[src/rtl/pipelined_cla_adder.sv]
// pipelined_cla_adder: segmented, pipelined carry-lookahead adder/subtractor with valid/ready flow control
module pipelined_cla_adder #(
  parameter int WIDTH = 16,
  parameter int SEG   = 4
) (
  input  logic             clk,
  input  logic             rst_n,
  input  logic             in_valid,
  output logic             in_ready,
  input  logic [WIDTH-1:0] A,
  input  logic [WIDTH-1:0] B,
  input  logic             Cin,
  input  logic             sub,
  output logic             out_valid,
  input  logic             out_ready,
  output logic [WIDTH-1:0] Sum,
  output logic             Cout,
  output logic             Ovf
);
  localparam int STAGES = WIDTH / SEG;

  logic              adv;
  logic [STAGES-1:0] v_q, c_q, v_i, c_i, c_d;
  logic              o_q, o_d;
  logic [WIDTH-1:0]  a_q [STAGES];
  logic [WIDTH-1:0]  b_q [STAGES];
  logic [WIDTH-1:0]  s_q [STAGES];
  logic [WIDTH-1:0]  a_i [STAGES];
  logic [WIDTH-1:0]  b_i [STAGES];
  logic [WIDTH-1:0]  s_i [STAGES];
  logic [WIDTH-1:0]  s_d [STAGES];
  logic [SEG+1:0]    r;

  // returns {carry out, carry into top bit, segment sum} using flattened lookahead terms
  function automatic logic [SEG+1:0] cla(input logic [SEG-1:0] a, input logic [SEG-1:0] b, input logic ci);
    logic [SEG-1:0] g, p;
    logic [SEG:0]   c;
    logic           t, pp;
    g = a & b;
    p = a ^ b;
    c = '0;
    c[0] = ci;
    for (int j = 0; j < SEG; j++) begin
      t  = g[j];
      pp = p[j];
      for (int m = j - 1; m >= 0; m--) begin
        t  = t | (pp & g[m]);
        pp = pp & p[m];
      end
      c[j+1] = t | (pp & ci);
    end
    return {c[SEG], c[SEG-1], p ^ c[SEG-1:0]};
  endfunction

  assign adv       = !out_valid || out_ready;
  assign in_ready  = adv;
  assign out_valid = v_q[STAGES-1];
  assign Sum       = s_q[STAGES-1];
  assign Cout      = c_q[STAGES-1];
  assign Ovf       = o_q;

  // per-stage inputs (entry stage from ports, later stages from skew registers) and segment results
  always_comb begin
    r      = '0;
    c_d    = '0;
    o_d    = 1'b0;
    a_i[0] = A;
    b_i[0] = sub ? ~B : B;
    c_i[0] = sub | Cin;
    s_i[0] = '0;
    v_i[0] = in_valid;
    for (int k = 1; k < STAGES; k++) begin
      a_i[k] = a_q[k-1];
      b_i[k] = b_q[k-1];
      c_i[k] = c_q[k-1];
      s_i[k] = s_q[k-1];
      v_i[k] = v_q[k-1];
    end
    for (int k = 0; k < STAGES; k++) begin
      r                     = cla(a_i[k][k*SEG +: SEG], b_i[k][k*SEG +: SEG], c_i[k]);
      s_d[k]                = s_i[k];
      s_d[k][k*SEG +: SEG]  = r[SEG-1:0];
      c_d[k]                = r[SEG+1];
      if (k == STAGES - 1) o_d = r[SEG+1] ^ r[SEG];
    end
  end

  // whole pipeline advances together; everything holds while the output is stalled
  always_ff @(posedge clk or negedge rst_n) begin
    if (!rst_n) begin
      v_q <= '0;
      c_q <= '0;
      o_q <= 1'b0;
      for (int k = 0; k < STAGES; k++) begin
        a_q[k] <= '0;
        b_q[k] <= '0;
        s_q[k] <= '0;
      end
    end else if (adv) begin
      v_q <= v_i;
      c_q <= c_d;
      o_q <= o_d;
      for (int k = 0; k < STAGES; k++) begin
        a_q[k] <= a_i[k];
        b_q[k] <= b_i[k];
        s_q[k] <= s_d[k];
      end
    end
  end
endmodule

[config.mk]
export PLATFORM = sky130hd
export DESIGN_NAME = pipelined_cla_adder
export DESIGN_NICKNAME = d
export VERILOG_FILES = /design/src/rtl/pipelined_cla_adder.sv
export SDC_FILE = /design/constraint.sdc
export NUM_CORES = 1
export LEC_CHECK = 0
export ABC_AREA = 1
export ABC_CLOCK_PERIOD_IN_PS = 2500
export CAP_MARGIN = 20
export CORE_UTILIZATION = 59
export CTS_CLUSTER_DIAMETER = 80
export DETAILED_ROUTE_END_ITERATION = 8
export MAX_ROUTING_LAYER = met4
export PLACE_DENSITY = 0.84
export SETUP_SLACK_MARGIN = 0.05
export SLEW_MARGIN = 10
export SYNTH_ARGS = -nofsm -noshare
export SYNTH_HDL_FRONTEND = slang
export SYNTH_SLANG_ARGS = --single-unit
[constraint.sdc]
create_clock -name clk -period 2.5 [get_ports clk]
set_input_delay 0.25 -clock clk [delete_from_list [all_inputs] [get_ports clk]]
set_output_delay 0.25 -clock clk [all_outputs]
set_load 0.005 [all_outputs]
Yosys cells after proc, flatten, opt, wreduce, memory -nomap -nowiden
Cells that the tools add are included.
{"block": "op_classes", "n_mux": 1, "reduce_logical": 2, "bitwise_logic": 119}
{"cell": "bitwise AND 1 bit", "count": 64}
{"cell": "OR 1 bit", "count": 41}
{"cell": "bitwise XOR 4 bit", "count": 8}
{"cell": "bitwise AND 4 bit", "count": 4}
{"cell": "2-to-1 mux 16 bit", "count": 1}
{"cell": "inverter 16 bit", "count": 1}
{"cell": "logical NOT 1 bit", "count": 1}
{"cell": "logical OR 1 bit", "count": 1}
{"cell": "bitwise XOR 1 bit", "count": 1}
{"block": "word_totals", "reg_bits": 145, "out_inout_bits": 20, "input_bits": 38}

Longest topological paths before layout
{"block": "logic_depth", "word_depth": 8, "ltp_mapped": 12, "ltp_nobuf": 10}

Least setup slack after synthesis
OpenSTA, ideal clock, no wires.
{"block": "synth_timing", "kind": "input to register", "from": "in sub", "to": "reg s_q, in the netlist s_d[35]", "t_arrival_ns": 1.527, "path_slack_ns": 0.855, "path_buffers": 2, "stages": 12, "t_required_ns": 2.383, "cell_sequence": "buf_6 buf_6 xnor2_1 inv_1 ha_1 inv_1 nor2_1 nand2_1 nand3_1 nand2_1 nand3_1 nand2_1"}
{"block": "synth_via", "elab_chain_len": 7, "elab_cells_between_ends": 13, "cone_classes": "mux: 1; bitwise: 12"}
{"item": "start, declared", "line_no": "13", "rtl": "input logic sub,"}
{"item": "2-to-1 mux 16 bit", "line_no": "68", "rtl": "b_i[0] = sub ? ~B : B;"}
{"item": "bitwise XOR 4 bit / bitwise AND 4 bit (equally long branches)", "line_no": "40, 39"}
{"item": "bitwise AND 1 bit (on tied branches)", "line_no": "47, 48"}
{"item": "OR 1 bit (tied with other cells)", "line_no": "47", "rtl": "t = t | (pp & g[m]);"}
{"item": "OR 1 bit / bitwise AND 1 bit (equally long branches)", "line_no": "47, 50"}
{"item": "OR 1 bit", "line_no": "50", "rtl": "c[j+1] = t | (pp & ci);"}
{"item": "bitwise XOR 4 bit (*)", "line_no": "52", "rtl": "return {c[SEG], c[SEG-1], p ^ c[SEG-1:0]};"}
{"item": "end signal, assigned by index", "line_no": "106", "rtl": "s_q[k] <= s_d[k];"}
{"item": "end, declared", "line_no": "27", "rtl": "logic [WIDTH-1:0] s_q [STAGES];"}
Every way passes the cells marked *; elsewhere a longest branch is shown, timed or not.
A chain may end at the register's enable or synchronous reset.

Worst setup path in the final report
Ends and elaborated chain as after synthesis.

==> results by group <==
Yosys
  – Adder-cell share of the synthesized area: 0.0672
  – Largest family of logic cells by synthesized area: simple AND/OR/NAND/NOR gates
  – Mux contribution to synthesized area: 0
  – Cell type with the highest aggregate area in the netlist: dfrtp_1
  – Simple logic cell fraction of the synthesized area: 0.216
  – YS warnings: 0
  – Area of the mapped netlist: 4550 um2
  – Fraction of the mapped netlist area in compound gates: 0.0779
  – Synth area leaders: dfrtp_1, nand2_1, ha_1, o21ai_0, inv_1
  – Syn avg cell area: 8.90 um2
  – Syn nets: 571
  – Fraction of the yosys area taken by sequential cells: 0.534
  – Portion of synthesized cell area occupied by the leading cell type: 0.534
  – Distinct cell type count after synthesis: 26
  – Synthesized netlist cell count: 511
  – Xor/xnor share of the synthesized area: 0.0385
  – Number of flip-flops and latches in the synthesized netlist: slightly below 100

Timing
  – Final setup viols: 0
  – Post-layout min period: 1.86 ns
  – Max-slew headroom: 0.648
  – Max Slew Vio Count: 0
  – Final worst path period share: 0.744
  – RSZ-0062 raised after global routing: no
  – Worst clock skew on the final layout: 0.0125 ns
  – Final hold vios: 0
  – Worst Slack Setup Final: approximately 0.64 ns
  – Worst-margin pin slew: 0.528 ns
  – Top achievable clock speed: 0.537 GHz
  – WHS: 0.400 ns
  – Setup TNS Final: 0 ns

Power and ir drop
  – Tot Pwr: 6.27 mW
  – Net Sw Frac: 0.363
  – Static Leak: 2.67 nW
  – Net switching power: between 2 and 2.5 mW
  – Cell Int Power: about 4 mW
  – Logic pwr share: 0.394
  – Share of power burned in the clock network: 0.185
  – Maximum vdd ir drop: about 410 uV
  – Total power density per cell area: 1160 nW/um2
  – Fraction of power consumed by sequential logic: 0.421

Setup path
  – Number of buffer and inverter stages on the critical path: 3
  – Largest stage delay, worst path: 0.56 ns
  – Critical path type: in -> reg
  – Worst reg2reg path startpoint: a_i[13]
  – Most prevalent standard cell on the critical path: nand2_1
  – Startpoint type of the worst setup path: input port
  – Critical-path cell with the highest stage delay: clkdlybuf4s50_1
  – WP data required: 2.75 ns
  – Worst Setup SP: sub
  – Setup crit end kind: register
  – Largest driver fanout on the critical path: 5
  – Category of cells accounting for the largest share of critical-path delay: buffers and inverters
  – Cell breakdown of the critical path: clkdlybuf4s50_1 -> xnor2_1 -> inv_1 -> ha_1 -> inv_1 -> nor2_1 -> nand2_1 -> nand3_1 -> nand2_1 -> nand3_1 -> nand2_1
  – Arrival time of the worst setup path: 2.11 ns

Final layout
  – Layout Cells excl Fill: around 670
  – Design Area, Final: around 5400 um2
  – Nets@finish: 624
  – Number of diodes: 0
  – Final core occ: 0.737
  – Area growth from synthesis to layout: 18.8%
  – Share of cells above drive strength 1: 0.0492

Global route
  – Maximum number of pins on one net before global-route repair: 113
  – Total gr overflow: 0
  – Number of antenna violations at the first check in global routing: 0
  – Wire length of the first global-routing pass: 14300 um
  – Vias in the first global route: 3267
  – Combined global-route utilization of all metal layers: 0.227

Placed design
  – Placed instance count: 651
  – RD Place Congestion: 0.788
  – HPWL Detailed: 5520 um
  – Setup slack at placement: 0.283 ns
  – Area after detailed placement: 5150 um2
  – # port buffers: 57

Drt
  – Detailed Routing Iterations Pass 1: 4
  – Vias after detailed routing: 3373
  – Remaining DRCs: 0
  – Routed Wire Length: 8040 um
  – Routed wire length per instance: around 12 um
  – Average vias per placed instance: 5.05
  – Violation count after the first detailed-routing iteration: 220
  – Remaining antenna violation count after routing: 0

Floorplan
  – Std-Cell Core Area: 7330 um2
  – Starting utilization of the core area: 0.620
  – Number of placed I/O pins: 58
  – Die height: 89.8 um
  – Die span in x: 89.8 um
  – Die Outline Area: 8060 um2
  – Standard-cell rows: 31

Min path
  – Kind of path behind the tightest hold check: in -> async

CTS
  – Cell at the root of the clock tree: clkbuf_8
  – Register clock-pin slew on the reported worst setup and hold paths: 0.09 ns
  – Total CTS buffers: 9
  – CTS tree: yes
  – H-tree levels: 3
  – Largest buffer count on any clock path: 2
  – Clock insertion delay at the later pin of the skew report: between 0.3 and 0.4 ns
  – Post_cts resized: 0
  – Post CTS Setup Buffer Count: 0
  – Number of buffers added to fix hold violations after cts: 1
  – Clock sink count: 97

Status
  – Run status: completed

Run
  – Max-capacitance violation count: 0
placed cells by master, fill, tap and decap left out, drive strengths merged:
| cell | Yosys | layout |
|---|---|---|
| a21oi | 11 | 11 |
| a31oi | 2 | 2 |
| buf | 20 | 7 |
| bufinv | 0 | 2 |
| clkbuf | 2 | 11 |
| clkdlybuf4s50 | 0 | 56 |
| clkinv | 0 | 2 |
| dfrtp | 97 | 97 |
| dlygate4sd3 | 0 | 1 |
| fa | 4 | 4 |
| ha | 18 | 18 |
| inv | 39 | 40 |
| nand2 | 196 | 196 |
| nand3 | 22 | 22 |
| nand3b | 3 | 3 |
| nand4 | 4 | 4 |
| nor2 | 13 | 13 |
| nor3b | 1 | 1 |
| o21ai | 56 | 56 |
| o22ai | 1 | 1 |
| or2 | 2 | 2 |
| xnor2 | 15 | 15 |
| xor2 | 5 | 5 |
metal layers:
| layer | vias up | GRT usage | wire length (um) | part of all wire |
|---|---|---|---|---|
| met4 | 0 | 0.0820 | 119 | 0.015 |
| met5 | - | - | 0 | 0 |
| li1 | 1720 | - | - | - |
| met3 | 6 | 0.0406 | 272 | 0.034 |
| met2 | 72 | 0.365 | 3870 | 0.48 |
| met1 | 1575 | 0.292 | 3780 | 0.47 |
path summary, 6_finish.rpt:
| check | depth (start not counted) | end | slack (ns) |
|---|---|---|---|
| max | 11 | s_d[35] | 0.64 |
| min reg2reg | 2 | Sum[9] | 0.47 |
| max in group asynchronous | 3 | s_d[6] | 1.44 |
| min | 2 | v_q[0] | 0.40 |
| max reg2reg | 7 | Ovf | 1.03 |
| min in group clk | 3 | a_i[47] | 0.42 |
power by group through the flow:
stage / clock network, mW / logic [mW] / registers (mW)
after floorplan: 0 / 1.75 / 2.60
after global placement: 0 / 2.35 / 2.64
after detailed placement: 0 / 2.46 / 2.67
after CTS: 1.18 / 2.48 / 2.64
after global routing: 1.25 / 2.84 / 2.73
final: 1.16 / 2.47 / 2.64
Yosys cell counts (all sizes together):
cell and number:
fa 4, nand3b 3, o22ai 1, nand4 4
or2 2, nor3b 1, xnor2 15, clkbuf 2
xor2 5, a21oi 11, buf 20, dfrtp 97
nand3 22, o21ai 56, nor2 13, ha 18
a31oi 2, inv 39, nand2 196
flip-flops by register name (all words and copies together), names as in the netlist:
register  cells
Sum          16
Ovf           1
c_q           4
s_d          24
a_i          24
b_i          24
v_q           4
worst reg2reg max path: stages, from the launching register on:
cell     delay (ns)
dfrtp_1        0.40
ha_1           0.36
or2_1          0.29
nand3_2        0.11
nand2_1        0.05
nand2_1        0.06
nand3_1        0.07
nand2_1        0.08
final cells by class:
type	count	area, um2
Inverter	39	146
Multi-Input combinational cell	353	1820
Clock buffer	11	151
Tap cell	99	124
Clock inverter	5	86.3
Sequential cell	97	2430
Timing Repair Buffer	64	648
Fill cell	541	1930
cells by family after synthesis:
kind of cell	count (synthesis)
AND/OR/NAND/NOR	241
flip-flops	97
AO/OA/AOI/OAI	70
buffers and inverters	61
adder cells (fa/ha/maj)	22
XOR/XNOR	20
No activity file was read; power rests on OpenSTA's default activity.
